## src/rtl/dmem_pkg.sv

```systemverilog
// Shared types and constants for the data-memory responder.
//   DATA_W   width of a CPU data word
//   WAIT_W   width of the wait-state counter (WAIT_CYCLES range 0..15)
//   WORD_W   width of one storage word (DATA_W, or DATA_W+1 when the
//            optional DMEM_PARITY_EN macro adds an even-parity bit)
//   state_t  responder FSM encoding
//   parity() even-parity bit over a data word
package dmem_pkg;

  localparam int DATA_W = 16;
  localparam int WAIT_W = 4;

`ifdef DMEM_PARITY_EN
  localparam int WORD_W = DATA_W + 1;
`else
  localparam int WORD_W = DATA_W;
`endif

  typedef enum logic [1:0] {
    ST_IDLE   = 2'd0,
    ST_WAIT   = 2'd1,
    ST_ACCESS = 2'd2,
    ST_RESP   = 2'd3
  } state_t;

  // Bit that makes the total number of ones (data + parity) even.
  function automatic logic parity(input logic [DATA_W-1:0] data);
    return ^data;
  endfunction

endpackage

```

## src/rtl/data_mem_responder_if.sv

```systemverilog
// Load/store port between the CPU MEM stage (master) and the data-memory
// responder (slave).
//   req_valid/req_ready   request handshake, request held until accepted
//   req_write             1 = store, 0 = load
//   req_addr              byte address
//   req_wdata             store data
//   resp_valid/resp_ready response handshake, response held until taken
//   resp_rdata            load data, zero for stores and errors
//   resp_err              misaligned or out-of-range address
//   resp_perr             load parity error (only with DMEM_PARITY_EN)
interface data_mem_responder_if;
  import dmem_pkg::*;

  logic              req_valid;
  logic              req_ready;
  logic              req_write;
  logic [15:0]       req_addr;
  logic [DATA_W-1:0] req_wdata;
  logic              resp_valid;
  logic              resp_ready;
  logic [DATA_W-1:0] resp_rdata;
  logic              resp_err;
`ifdef DMEM_PARITY_EN
  logic              resp_perr;
`endif

  modport master (
    output req_valid, req_write, req_addr, req_wdata, resp_ready,
    input  req_ready, resp_valid, resp_rdata, resp_err
`ifdef DMEM_PARITY_EN
    , input resp_perr
`endif
  );

  modport slave (
    input  req_valid, req_write, req_addr, req_wdata, resp_ready,
    output req_ready, resp_valid, resp_rdata, resp_err
`ifdef DMEM_PARITY_EN
    , output resp_perr
`endif
  );

endinterface

```

## src/rtl/dmem_array.sv

```systemverilog
// Word storage for the data-memory responder: synchronous write,
// registered read, no reset on contents.
// With DMEM_PARITY_EN defined each word carries an even-parity bit above
// the data, generated here on every write.
//   clock  storage clock
//   we     write word at addr with wdata
//   re     capture word at addr into rdata
//   addr   word index
//   wdata  data to store (parity appended internally)
//   rdata  registered read word (WORD_W bits)
module dmem_array
  import dmem_pkg::*;
#(
  parameter int ADDR_W = 8
) (
  input  logic              clock,
  input  logic              we,
  input  logic              re,
  input  logic [ADDR_W-1:0] addr,
  input  logic [DATA_W-1:0] wdata,
  output logic [WORD_W-1:0] rdata
);

  logic [WORD_W-1:0] mem [2**ADDR_W];
  logic [WORD_W-1:0] wword;

`ifdef DMEM_PARITY_EN
  assign wword = {parity(wdata), wdata};
`else
  assign wword = wdata;
`endif

  always_ff @(posedge clock) begin
    if (we) mem[addr] <= wword;
    if (re) rdata <= mem[addr];
  end

endmodule

```

## src/rtl/data_mem_responder.sv

```systemverilog
// Data-memory responder for the 16-bit CPU load/store path.
// One request at a time: IDLE -> WAIT (WAIT_CYCLES cycles, skipped when 0)
// -> ACCESS -> RESP -> IDLE. Address errors are reported, never aliased.
// Optional macro DMEM_PARITY_EN: parity-protected storage and resp_perr.
//   clock    single clock, posedge
//   reset_n  asynchronous active-low reset
//   bus      slave side of data_mem_responder_if
// Parameters: ADDR_W (word-index width), WAIT_CYCLES (0..15).
module data_mem_responder
  import dmem_pkg::*;
#(
  parameter int ADDR_W      = 8,
  parameter int WAIT_CYCLES = 1
) (
  input  logic                 clock,
  input  logic                 reset_n,
  data_mem_responder_if.slave  bus
);

  localparam logic [WAIT_W-1:0] WAIT_LOAD = WAIT_W'(WAIT_CYCLES);

  state_t            state;
  logic [WAIT_W-1:0] wait_cnt;
  logic              req_ready;
  logic              resp_valid;
  logic              resp_err;
  logic              load_ok;

  logic              lat_write;
  logic [15:0]       lat_addr;
  logic [DATA_W-1:0] lat_wdata;

  logic              addr_err;
  logic              mem_we;
  logic              mem_re;
  logic [WORD_W-1:0] mem_q;

  // Odd byte addresses are misaligned; any set bit above the word index
  // is outside the storage.
  function automatic logic addr_error(input logic [15:0] addr);
    return addr[0] | ((addr >> (ADDR_W + 1)) != 16'd0);
  endfunction

  assign addr_err = addr_error(lat_addr);

  // Storage is touched only in ACCESS and only for a legal address, so an
  // aborted or faulty request never changes memory.
  assign mem_we = (state == ST_ACCESS) & lat_write & ~addr_err;
  assign mem_re = (state == ST_ACCESS) & ~lat_write & ~addr_err;

  // Request capture at the accept edge
  always_ff @(posedge clock) begin
    if (state == ST_IDLE && bus.req_valid && req_ready) begin
      lat_write <= bus.req_write;
      lat_addr  <= bus.req_addr;
      lat_wdata <= bus.req_wdata;
    end
  end

  always_ff @(posedge clock or negedge reset_n) begin
    if (!reset_n) begin
      state      <= ST_IDLE;
      wait_cnt   <= '0;
      req_ready  <= 1'b1;
      resp_valid <= 1'b0;
      resp_err   <= 1'b0;
      load_ok    <= 1'b0;
    end else begin
      case (state)
        ST_IDLE: begin
          if (bus.req_valid && req_ready) begin
            req_ready <= 1'b0;
            if (WAIT_CYCLES == 0) begin
              state <= ST_ACCESS;
            end else begin
              state    <= ST_WAIT;
              wait_cnt <= WAIT_LOAD;
            end
          end
        end
        ST_WAIT: begin
          wait_cnt <= wait_cnt - 1'b1;
          if (wait_cnt == WAIT_W'(1)) state <= ST_ACCESS;
        end
        ST_ACCESS: begin
          state      <= ST_RESP;
          resp_valid <= 1'b1;
          resp_err   <= addr_err;
          load_ok    <= ~lat_write & ~addr_err;
        end
        ST_RESP: begin
          if (bus.resp_ready) begin
            state      <= ST_IDLE;
            req_ready  <= 1'b1;
            resp_valid <= 1'b0;
            resp_err   <= 1'b0;
            load_ok    <= 1'b0;
          end
        end
        default: state <= ST_IDLE;
      endcase
    end
  end

  dmem_array #(
    .ADDR_W (ADDR_W)
  ) u_array (
    .clock (clock),
    .we    (mem_we),
    .re    (mem_re),
    .addr  (lat_addr[ADDR_W:1]),
    .wdata (lat_wdata),
    .rdata (mem_q)
  );

  // The read register holds its word through RESP; load_ok gates it so
  // stores, errors and the post-reset state all present zero.
  assign bus.req_ready  = req_ready;
  assign bus.resp_valid = resp_valid;
  assign bus.resp_err   = resp_err;
  assign bus.resp_rdata = load_ok ? mem_q[DATA_W-1:0] : '0;

`ifdef DMEM_PARITY_EN
  assign bus.resp_perr = load_ok & (mem_q[DATA_W] != parity(mem_q[DATA_W-1:0]));
`endif

endmodule

```

## src/flat_wrapper.sv

```systemverilog
// flat-port wrapper written by rule: the top's interface ports become plain ports
module data_mem_responder_flat import dmem_pkg::*;
#(
  parameter int ADDR_W      = 8,
  parameter int WAIT_CYCLES = 1
)
  (clock, reset_n, bus_req_valid, bus_req_write, bus_req_addr, bus_req_wdata, bus_resp_ready, bus_req_ready, bus_resp_valid, bus_resp_rdata, bus_resp_err);
  data_mem_responder_if bus_i ();
  input  logic clock;
  input  logic reset_n;
  input wire logic [$bits(bus_i.req_valid)-1:0] bus_req_valid;
  input wire logic [$bits(bus_i.req_write)-1:0] bus_req_write;
  input wire logic [$bits(bus_i.req_addr)-1:0] bus_req_addr;
  input wire logic [$bits(bus_i.req_wdata)-1:0] bus_req_wdata;
  input wire logic [$bits(bus_i.resp_ready)-1:0] bus_resp_ready;
  output wire logic [$bits(bus_i.req_ready)-1:0] bus_req_ready;
  output wire logic [$bits(bus_i.resp_valid)-1:0] bus_resp_valid;
  output wire logic [$bits(bus_i.resp_rdata)-1:0] bus_resp_rdata;
  output wire logic [$bits(bus_i.resp_err)-1:0] bus_resp_err;
  assign bus_i.req_valid = bus_req_valid;
  assign bus_i.req_write = bus_req_write;
  assign bus_i.req_addr = bus_req_addr;
  assign bus_i.req_wdata = bus_req_wdata;
  assign bus_i.resp_ready = bus_resp_ready;
  assign bus_req_ready = bus_i.req_ready;
  assign bus_resp_valid = bus_i.resp_valid;
  assign bus_resp_rdata = bus_i.resp_rdata;
  assign bus_resp_err = bus_i.resp_err;
  data_mem_responder #(.ADDR_W(ADDR_W), .WAIT_CYCLES(WAIT_CYCLES)) u_core (.clock(clock), .reset_n(reset_n), .bus(bus_i));
endmodule
```

## config.mk

```make
export PLATFORM = sky130hd
export DESIGN_NAME = data_mem_responder_flat
export DESIGN_NICKNAME = d
export VERILOG_FILES = /design/src/rtl/dmem_pkg.sv /design/src/rtl/data_mem_responder_if.sv /design/src/rtl/dmem_array.sv /design/src/rtl/data_mem_responder.sv /design/src/flat_wrapper.sv
export SDC_FILE = /design/constraint.sdc
export NUM_CORES = 2
export LEC_CHECK = 0
export CAP_MARGIN = 20
export CORE_MARGIN = 3
export CORE_UTILIZATION = 25
export CTS_CLUSTER_SIZE = 25
export DETAILED_ROUTE_END_ITERATION = 7
export PLACE_DENSITY = 0.41
export SLEW_MARGIN = 30
export SYNTH_ARGS = -nofsm -noshare
export SYNTH_HDL_FRONTEND = slang
export SYNTH_SLANG_ARGS = --single-unit
export TNS_END_PERCENT = 30
```

## constraint.sdc

```tcl
create_clock -name clock -period 4.45 [get_ports clock]
set_input_delay 0.89 -clock clock [delete_from_list [all_inputs] [get_ports clock]]
set_output_delay 0.89 -clock clock [all_outputs]
set_load 0.01 [all_outputs]
```

==> metrics.yaml <==
power_and_ir_drop:
  comb_power_share_pct: 0
  p_leak_nw: 57.2
  p_int_mw: 63.2
  p_sw_mw: 15.5
  power_density_nw_per_um2: 418
  pwr-share-seq_pct: 53.9
  vdd_ir_drop_max_mv: 0.351
  netSwitchingFraction_pct: 19.7
  clkPwrFrac_pct: 46.1
worst_setup_path:
  arrival_ns: 4.90
  crit_top_cell: "buf_12"
  crit_chain: "buf_12 > buf_12 > buf_4 > mux4_2 > a22oi_1 > a21oi_1 > o41ai_4 > nand4_1"
  crit_path_top_delay_cell: "o41ai_4"
  critPathLaunchType: "flop"
  crit_type: "flop to flop"
  cp_top_family: "compound AO/OA/AOI/OAI gates"
  path_max_fanout: 37
  cp.required_ns: 5.15
  crit_buf_inv: 3
  r2r_setup_slack_ns: 0.25
  slowest_delay_ns: 0.91
  crit_path_end_kind: "flop"
layout:
  fin_nets: 7698
  instances_no_fill: 16300
  drive_gt1_share_pct: 31.6
  fill_cells: 60400
  synthToLayoutAreaGrowth_pct: 19.8
  final_util_pct: 30.1
sta:
  hold_viol: 0
  rsz0062_at_grt: "false"
  relSlewSlack_pct: 25.9
  drv_slew: 0
  max_freq_mhz: 238
  clock_skew_ns: 0.0702
  tightestPinTransition_ns: 1.11
  setup_violations: 0
  fin_crit_sh_pct: 94.3
  min_period_ns: 4.20
global_routing:
  antenna_found_initial: 38
  grt_first_pass_wirelength_mm: 666
  grt_max_degree: 180
  grt_overflow_total: 0
  grt_use_total_pct: 14.7
  grt_pass1_vias: 79300
synthesis:
  synth_seq_cells: 4155
  synth_area_leaders: "edfxtp_1 79%, mux4_2 15%, a22oi_1 2.4%, a21oi_1 0.83%, nor2_1 0.64%"
  netlist_area_um2: 157000
  avgSynthCellArea_um2: 23.0
  synth_edf_count: 4145
  synth_top_cell_by_area: "edfxtp_1"
  syn_nets: 6863
  yosysUniqueCellTypes: 33
  post-synth-top-count-cell: "edfxtp_1"
  synth_cells: 6820
  ys_top_cells_by_count: "4145 x edfxtp_1, 1024 x mux4_2, 512 x a22oi_1"
  async_flop_share_pct: 0.241
  netlist.area_leader.share_pct: 79.3
  yosysSeqAreaShare_pct: 79.4
  yosys_warnings: 0
  synth_ff_type: "edfxtp_1"
route:
  wl_per_cell_um: 29.4
  firstDrtPassIters: 5
  first_iter_violations: 7892
  via_count: 75800
  avgViaCountPerCell: 4.64
  ant_nets: 0
  drt-total-wl_mm: 481
  drc_errors: 0
placement:
  dp.cells: 15500
  port_buffers: 55
  place_congestion: 0.763
  hpwl_mm: 295
floorplanning:
  initial_utilization_pct: 25.1
  core_um2: 625000
  io_pins: 56
  die_w_um: 798
  dieArea_um2: 638000
  placementRows: 290
  dieHeight_um: 798
clock_network:
  path_clk_slew_ns: 0.06
  h-tree-depth: 5
  cts_buffers: 460
  cts_tree: "built"
  cts.sinks: 4155
  clk_latency_ns: 1.02
  cts-root-buf: "clkbuf_16"
  ctsLongestPathBuffers: 4
hold_path:
  min_path_type: "primary input to asynchronous set/reset pin"
status:
  outcome: "finished, final reports clean"
job:
  cap_violations: 0
==> flip-flops by register name, summed over array words and instances (netlist names) <==
name	flops
u_core.bus.req_ready	1
u_core.bus.resp_err	1
u_core.bus.resp_valid	1
u_core.lat_addr	16
u_core.lat_wdata	16
u_core.lat_write	1
u_core.load_ok	1
u_core.state	2
u_core.u_array.mem	4096
u_core.u_array.rdata	16
u_core.wait_cnt	4
==> power by group through the flow <==
stage | Combinational (mW) | Sequential [mW] | Clock (mW)
after floorplan | 0.000212 | 43.2 | 0
after global placement | 0.0381 | 43.2 | 0
after detailed placement | 0.0375 | 43.2 | 0
after CTS | 0.0381 | 42.4 | 37.3
after global routing | 0.0398 | 42.4 | 38.9
final | 0.0374 | 42.4 | 36.3
==> logic make-up after synthesis <==
family          count (synthesis)  synth area share, %
flops                        4155                 79.4
mux                          1025                 14.7
compound gates                851                 3.69
buf+inv                       421                 1.18
simple gates                  362                0.951
fa+ha+maj                       6               0.0478
==> worst paths after layout <==
kind                                          start                  endpoint  cells past startpoint
min in group clock                  bus_req_addr[5]        u_core.lat_addr[5]                      1
worst min-delay path                        reset_n     u_core.bus.resp_valid                      1
worst max register to register   u_core.lat_addr[1]  u_core.u_array.rdata[10]                      8
max in group asynchronous                   reset_n      u_core.bus.req_ready                      1
worst max-delay path             u_core.lat_addr[1]  u_core.u_array.rdata[10]                      8
worst min register to register  u_core.bus.resp_err       u_core.bus.resp_err                      2
==> through the flow <==
step           cell area, um^2  TNS, ns  hold WS, ns  power, mW  worst slack, ns
3_5_place_dp            174000        0        0.513       43.2            0.166
4_1_cts                 188000        0        0.125       79.7           0.0408
3_3_place_gp            173000    -3.23        0.506       43.2           -0.702
6_report                188000        0        0.231       78.7            0.252
2_1_floorplan           157000        0        0.458       43.2            0.404
5_1_grt                 188000        0        0.201       81.3           0.0607
==> area by class of cell <==
| cell class | count | area [um^2] | share of cell area [%] |
|---|---|---|---|
| inverters | 8 | 30.0 | 0.0160 |
| multi-input cells | 2244 | 31300 | 16.6 |
| flip-flops and latches | 4155 | 125000 | 66.3 |
| repair buffers | 786 | 7340 | 3.90 |
| diodes | 15 | 37.5 | 0.0200 |
| well taps | 8322 | 10400 | 5.54 |
| clock inverters | 244 | 2170 | 1.15 |
| clock buffers | 574 | 12100 | 6.42 |
==> cells in the final DEF (no fill, tap or decap), types with 8 or more instances in the layout <==
cell type / instances
o41ai_4: 14
nor2_2: 91
clkbuf_1: 108
nand2_1: 18
a21oi_1: 258
nand2_2: 19
clkbuf_16: 466
bufinv_16: 29
o41ai_1: 17
and2_1: 16
edfxtp_1: 4145
a22oi_1: 512
nor2_1: 173
o21ai_0: 10
o41ai_2: 33
mux4_2: 1024
clkinv_1: 110
clkinv_16: 10
clkinvlp_4: 8
clkdlybuf4s50_1: 55
dfrtp_1: 9
clkinv_2: 73
buf_12: 95
inv_1: 8
buf_4: 620
nand4_1: 17
diode_2: 15
==> timing repair <==
| item | in CTS | in global routing |
|---|---|---|
| hold buffers | 0 | 0 |
| buffers inserted | 0 | 0 |
| endpoints found under the hold margin | 0 | 0 |
| endpoints found under the setup margin | 1 | 0 |
| gates resized for setup | 1 | 0 |
==> metal layers <==
layer  routed length [um]  vias up  GRT usage [%]
li1                     -    31100              -
met1               209000    42100           20.1
met2               237000     2100           25.0
met3                24100      542           2.21
met4                11000        2           3.21
met5                   13        -              0
==> worst reg2reg max path, cell delays in order (launching register included) <==
cell	delay, ns
edfxtp_1	0.52
buf_12	0.28
buf_12	0.37
buf_4	0.36
mux4_2	0.51
a22oi_1	0.39
a21oi_1	0.36
o41ai_4	0.92
nand4_1	0.21
Power figures use the tool's default switching activity.
